**config.mk**
```make
export PLATFORM = sky130hd
export DESIGN_NAME = pe_ws_dbuf
export DESIGN_NICKNAME = d
export VERILOG_FILES = /design/src/rtl/pe_ws_dbuf.sv
export SDC_FILE = /design/constraint.sdc
export NUM_CORES = 1
export LEC_CHECK = 0
export ABC_AREA = 1
export CAP_MARGIN = 5
export CORE_ASPECT_RATIO = 0.75
export CORE_UTILIZATION = 56
export CTS_BUF_LIST = sky130_fd_sc_hd__clkbuf_8 sky130_fd_sc_hd__clkbuf_16
export CTS_CLUSTER_DIAMETER = 50
export DETAILED_ROUTE_END_ITERATION = 16
export GPL_ROUTABILITY_DRIVEN = 0
export MAX_ROUTING_LAYER = met4
export PLACE_DENSITY = 0.83
export SYNTH_ARGS = -nofsm -noshare
export SYNTH_HDL_FRONTEND = slang
export SYNTH_SLANG_ARGS = --single-unit
```
**constraint.sdc**
```tcl
create_clock -name clk -period 7.47 [get_ports clk]
set_input_delay 1.1205 -clock clk [delete_from_list [all_inputs] [get_ports clk]]
set_output_delay 1.1205 -clock clk [all_outputs]
set_load 0.03 [all_outputs]
```
**src/rtl/pe_ws_dbuf.sv**
```systemverilog
// Weight-stationary systolic PE with a double-buffered (shadow/active) weight.
// Shadow fills from a daisy chain while the active weight drives the MAC.
module pe_ws_dbuf #(
  parameter int WORD_WIDTH  = 8,
  parameter int ACC_WIDTH   = 4 * WORD_WIDTH,
  parameter int SATURATE    = 0,
  parameter int COUNT_WIDTH = 16
) (
  input  logic                   clk,
  input  logic                   reset,
  input  logic [1:0]             control,
  input  logic [WORD_WIDTH-1:0]  a_in,
  input  logic                   a_valid_in,
  input  logic [ACC_WIDTH-1:0]   d_in,
  input  logic                   d_valid_in,
  input  logic [WORD_WIDTH-1:0]  w_in,
  input  logic                   w_load_in,
  output logic [1:0]             control_out_r,
  output logic [1:0]             control_out_b,
  output logic [WORD_WIDTH-1:0]  a_out,
  output logic                   a_valid_out,
  output logic [ACC_WIDTH-1:0]   d_out,
  output logic                   d_valid_out,
  output logic [WORD_WIDTH-1:0]  w_out,
  output logic                   w_load_out,
  output logic                   swap_err,
  output logic [COUNT_WIDTH-1:0] mac_count
);

  typedef enum logic [1:0] {
    CTL_IDLE         = 2'b00,
    CTL_SWAP         = 2'b01,
    CTL_COMPUTE      = 2'b10,
    CTL_COMPUTE_SWAP = 2'b11
  } ctl_e;

  ctl_e ctl;

  logic [WORD_WIDTH-1:0]          shadow;
  logic [WORD_WIDTH-1:0]          active;
  logic                           shadow_valid;
  logic                           active_valid;

  logic                           swap_req;
  logic                           compute_req;
  logic                           mac_fire;
  logic signed [2*WORD_WIDTH-1:0] product;
  logic signed [ACC_WIDTH:0]      sum_ext;
  logic                           overflow;
  logic [ACC_WIDTH-1:0]           sum_acc;

  assign ctl = ctl_e'(control);

  always_comb begin
    swap_req    = (ctl == CTL_SWAP)    || (ctl == CTL_COMPUTE_SWAP);
    compute_req = (ctl == CTL_COMPUTE) || (ctl == CTL_COMPUTE_SWAP);
    mac_fire    = compute_req && a_valid_in && d_valid_in;

    // if/else rather than ?: so the '0 arm cannot make the multiply unsigned
    product = '0;
    if (active_valid) begin
      product = $signed(a_in) * $signed(active);
    end

    // One guard bit above the accumulator exposes signed overflow
    sum_ext  = (ACC_WIDTH+1)'($signed(d_in)) + (ACC_WIDTH+1)'(product);
    overflow = sum_ext[ACC_WIDTH] ^ sum_ext[ACC_WIDTH-1];

    sum_acc = sum_ext[ACC_WIDTH-1:0];
    if ((SATURATE != 0) && overflow) begin
      sum_acc = sum_ext[ACC_WIDTH] ? {1'b1, {(ACC_WIDTH-1){1'b0}}}
                                   : {1'b0, {(ACC_WIDTH-1){1'b1}}};
    end
  end

  always_ff @(posedge clk or posedge reset) begin
    if (reset) begin
      control_out_r <= '0;
      control_out_b <= '0;
      a_out         <= '0;
      a_valid_out   <= 1'b0;
      d_out         <= '0;
      d_valid_out   <= 1'b0;
      w_out         <= '0;
      w_load_out    <= 1'b0;
      swap_err      <= 1'b0;
      mac_count     <= '0;
      shadow        <= '0;
      active        <= '0;
      shadow_valid  <= 1'b0;
      active_valid  <= 1'b0;
    end else begin
      control_out_r <= control;
      control_out_b <= control;
      w_load_out    <= w_load_in;

      if (w_load_in) begin
        shadow <= w_in;
        w_out  <= shadow;
      end

      if (swap_req) begin
        if (shadow_valid) begin
          active       <= shadow;
          active_valid <= 1'b1;
        end else begin
          swap_err <= 1'b1;
        end
      end

      // A load in the same cycle as a swap refills the shadow, so it stays valid
      shadow_valid <= w_load_in | (shadow_valid & ~swap_req);

      if (compute_req) begin
        a_out       <= a_in;
        a_valid_out <= a_valid_in;
        d_valid_out <= mac_fire;
        if (mac_fire) begin
          d_out <= sum_acc;
        end
      end else begin
        a_valid_out <= 1'b0;
        d_valid_out <= 1'b0;
      end

      if (mac_fire && (mac_count != '1)) begin
        mac_count <= mac_count + COUNT_WIDTH'(1);
      end
    end
  end

endmodule
```
Yosys cells after proc, flatten, opt, wreduce, memory -nomap -nowiden
Index checks and enable logic that the tools add are counted.
Widths: inputs -> output; s select.
{"block": "classes", "div": 0, "n_mul": 1, "mux": 3, "shifts": 0, "n_reduce_logical": 8, "n_bitwise": 4, "n_addsub": 2, "magnitude_cmp": 0, "eq_ne": 4}
{"cell": "$add 32x16->32", "n": 1}
{"cell": "$add 16x1->16 const B", "n": 1}
{"cell": "$mul 8x8->16", "n": 1}
{"cell": "$mux 16", "n": 1}
{"cell": "$ne 16x16->1 const B", "n": 1}
{"cell": "$reduce_and 2->1", "n": 3}
{"cell": "$eq 2x2->1 const B", "n": 2}
{"cell": "$logic_and 1x1->1", "n": 3}
{"cell": "$eq 2x1->1 const B", "n": 1}
{"cell": "$logic_or 1x1->1", "n": 2}
{"cell": "$mux 1", "n": 2}
{"cell": "$not 1->1", "n": 2}
{"cell": "$and 1x1->1", "n": 1}
{"cell": "$or 1x1->1", "n": 1}
{"block": "word_totals", "latchBits": 0, "reg_bits": 88, "n_memories": 0, "wordCells": 35, "rom_bits": 0, "mem_bits_rw": 0}

Logic depth before layout (Yosys ltp)
{"block": "logic_depth", "ltp_word": 5, "mapped_depth": 35, "ltp_nobuf": 34}

Least setup slack after synthesis
Ideal clock, no wire load.
{"block": "synth_path", "kind": "input to register", "from": "in a_in[7]", "to": "reg d_out[20]", "required_time_ns": 7.353, "setup_time_ns": 0.117, "setup_slack_ns": 1.057, "n_path_buf": 1, "arrival_ns": 6.295, "cell_stages": 29, "cell_sequence": "clkbuf_1 > nand2_1 > inv_1 > fa_1 > inv_1 > fa_1 > inv_1 > fa_1 > inv_1 > fa_1 > inv_1 > ha_1 > nand2_1 > nor2_1 > nand3_1 > nand3_1 > inv_1 > nand2_1 > nand3_1 > inv_1 > ha_1 > a21oi_1 > o21a_1 > nor2_1 > nor2_1 > nand3_1 > or2_2 > nand3_1 > nand2_1"}
{"block": "synth_between", "elab_chain_cells": 3}
{"element": "start, declared", "line_no": "12", "source": "input logic [WORD_WIDTH-1:0] a_in,"}
{"element": "$mul 8x8->16", "line_no": "62", "source": "product = $signed(a_in) * $signed(active);"}
{"element": "$mux 16", "line_no": "61", "source": "if (active_valid) begin"}
{"element": "$add 32x16->32", "line_no": "66", "source": "sum_ext = (ACC_WIDTH+1)'($signed(d_in)) + (ACC_WIDTH+1)'(product);"}
{"element": "end signal, assigned", "line_no": "119", "source": "d_out <= sum_acc;"}
{"element": "end, declared", "line_no": "22", "source": "output logic [ACC_WIDTH-1:0] d_out,"}
Every way passes these cells.
A chain may end at the register's enable or synchronous reset.

Worst setup path after layout
{"block": "layout_path", "from": "in a_in[3]", "to": "reg d_out[19]"}
Same word-level chain as after synthesis.

==> reports/metrics.csv <==
metric,value,unit
ys async rst share,100,%
leading area contributor after synthesis,dfrtp_1,
root buffer cell,clkbuf_16,
critical path arrival,7.29,ns
largest cells by area after synthesis,"dfrtp_1 (27%), fa_1 (14%), nand2_1 (13%), inv_1 (10%), ha_1 (9.3%)",
clk_lat worst skew,0.36,ns
layout cells sized above 1,5.87,%
Storage cell area,2200,um2
CP Launch Type,input pin,
number of diodes,0,
DIE HEIGHT,107,um
"Worst Path Class, Setup",input pin to flip-flop,
initial antenna violation count,0,
NumNets Final,1413,
1st-iter DRT viols,580,
largest net degree at the start of global routing,51,
Synth Net Count,1296,
Starting Density,57.3,%
post-route ant nets,0,
Remaining DRCs,0,
All-Layer GR Usage,31.4,%
Routed WL per cell,15.2,um
Yosys reg bits,88,
sequential area share after synthesis,26.7,%
I/O pins,127,
Final Cycle Share,94.7,%
"Largest stage delay, worst path",0.55,ns
crit-path max FO,7,
"Cell Area, Synth",8250,um2
total grt overflow,0,
DRT Pass-1 Iters,5,
Worst setup EP type,flip-flop,
number of buffers and inverters on the critical path,7,
CTS tree,yes,
outcome,"finished, final reports clean",
half-perimeter wire length after placement,17400,um
setup_tns,0,ns
Slew Limit Fails,0,
MaxCap Viol Count,0,
first-pass GRT wire length,35900,um
Top Family by Delay on Critical Path,adder cells,
area used by multi-input combinational logic,5030,um2
CTS Buf Count,9,
CORE AREA,14400,um2
Max Fclk,141,MHz
row count,38,
hold buffers post-CTS,0,
clock slew at reported path FFs,0.06,ns
vias per std cell,5.31,
Fin. Hold Viols,0,
total number of H-tree levels,3,
Clock Path Buffers,2,
Final setup viols,0,
required time of the critical path,7.68,ns
slew at the pin with the worst max-slew slack,0.896,ns
Area Overhead vs Synth,22.1,%
most common cell in the netlist,nand2_1,
number of synthesized flops with an enable pin,0,
WL final,21900,um
via count,7670,
post-synth top area share,26.7,%
Hold Crit Class,flip-flop to flip-flop,
die width,142,um
PortBufs,126,
Mapped Avg Cell Area,7.34,um2
RSZ-0062 raised after global routing,false,
"Max stage delay cell, worst path",fa_1,
Synth Flop Type,dfrtp_1,
Setup WS post-layout,0.397,ns
utilization after layout,69.9,%
DIE AREA,15200,um2
Synth warnings,0,
Placement Setup Slack,-0.0200,ns
CTS sink count,88,
worst slew margin relative to its limit,40.1,%
Filler cells,1164,
synth cell count leaders,"nand2_1 (281), inv_1 (226), dfrtp_1 (88), nor2_1 (81), ha_1 (61)",
Clock Skew,0.0194,ns
vias in the first global route,7335,
fin crit period,7.07,ns
Gate Count Post-Synth,1124,
Synth cell types,43,
==> placed cells by master, fill, tap and decap left out, types with 16 or more instances in the layout <==
| master | synthesis | routed |
|---|---|---|
| nand2_1 | 281 | 281 |
| inv_1 | 226 | 224 |
| clkdlybuf4s50_1 | 0 | 124 |
| dfrtp_1 | 88 | 88 |
| nor2_1 | 81 | 81 |
| ha_1 | 61 | 60 |
| fa_1 | 56 | 56 |
| a21oi_1 | 54 | 54 |
| nand3_1 | 52 | 52 |
| o21ai_0 | 51 | 51 |
| xor2_1 | 17 | 17 |
| nand4_1 | 16 | 16 |
==> registers in the layout, indices dropped and copies added, names as in the netlist <==
signal and cells:
active 8, control_out_b 2, d_out 32, shadow_valid 1, active_valid 1, w_load_out 1
mac_count 16, d_valid_out 1, a_valid_out 1, shadow 8, w_out 8, swap_err 1
a_out 8
==> worst paths after layout <==
check                           from           to  slack [ns]  cells past startpoint
max reg2reg                active[2]    d_out[19]        1.11                     26
min in group asynchronous      reset  a_valid_out        1.16                      2
min reg2reg                 swap_err     swap_err        0.47                      1
max                          a_in[3]    d_out[19]        0.40                     29
min                         swap_err     swap_err        0.47                      1
max in group asynchronous      reset     d_out[7]        5.22                      3
==> per-layer routing <==
metal  share of wire (%)  vias to the layer above  track usage [%]
li1                    -                     3703                -
met1                  47                     3592             45.8
met4                 1.2                        0             6.22
met3                  10                       26             7.50
met5                   0                        -                -
met2                  41                      349             44.3
==> through the flow <==
stage,hold slack [ns],instance area (um2),instances
finish,0.466,10100,1444
detailed placement,0.446,9710,1429
CTS,0.464,10000,1443
global route,0.509,10100,1444
floorplan,0.486,8250,1124
global placement,0.444,9710,1429
==> cell type report <==
type | instances | share of cell area, %
multi-input combinational | 768 | 49.9
sequential | 88 | 21.9
timing repair buffer | 138 | 13.6
inverter | 236 | 8.85
tap | 200 | 2.49
clock buffer | 9 | 2.24
clock inverter | 5 | 1.06
==> timing repair <==
action	CTS	global route
endpoints found under the setup margin	0	13
buffers inserted	0	1
hold endpoints to repair	0	0
gates resized for setup	0	4
==> logic make-up (layout without fill, tap and decap cells) <==
group	Yosys count	count (layout)	synth area share [%]
AOI/OAI and AO/OA	146	146	9.89
xor gates and xnor gates	28	28	2.97
adders and majority gates	117	117	22.8
buffers and inverters	268	388	12.4
DFF	88	88	26.7
muxes	7	7	0.955
and+or+nand+nor	470	470	24.2
Power is not shown: default switching activity piles up to over one toggle a cycle in this logic, so the estimate is an artifact.
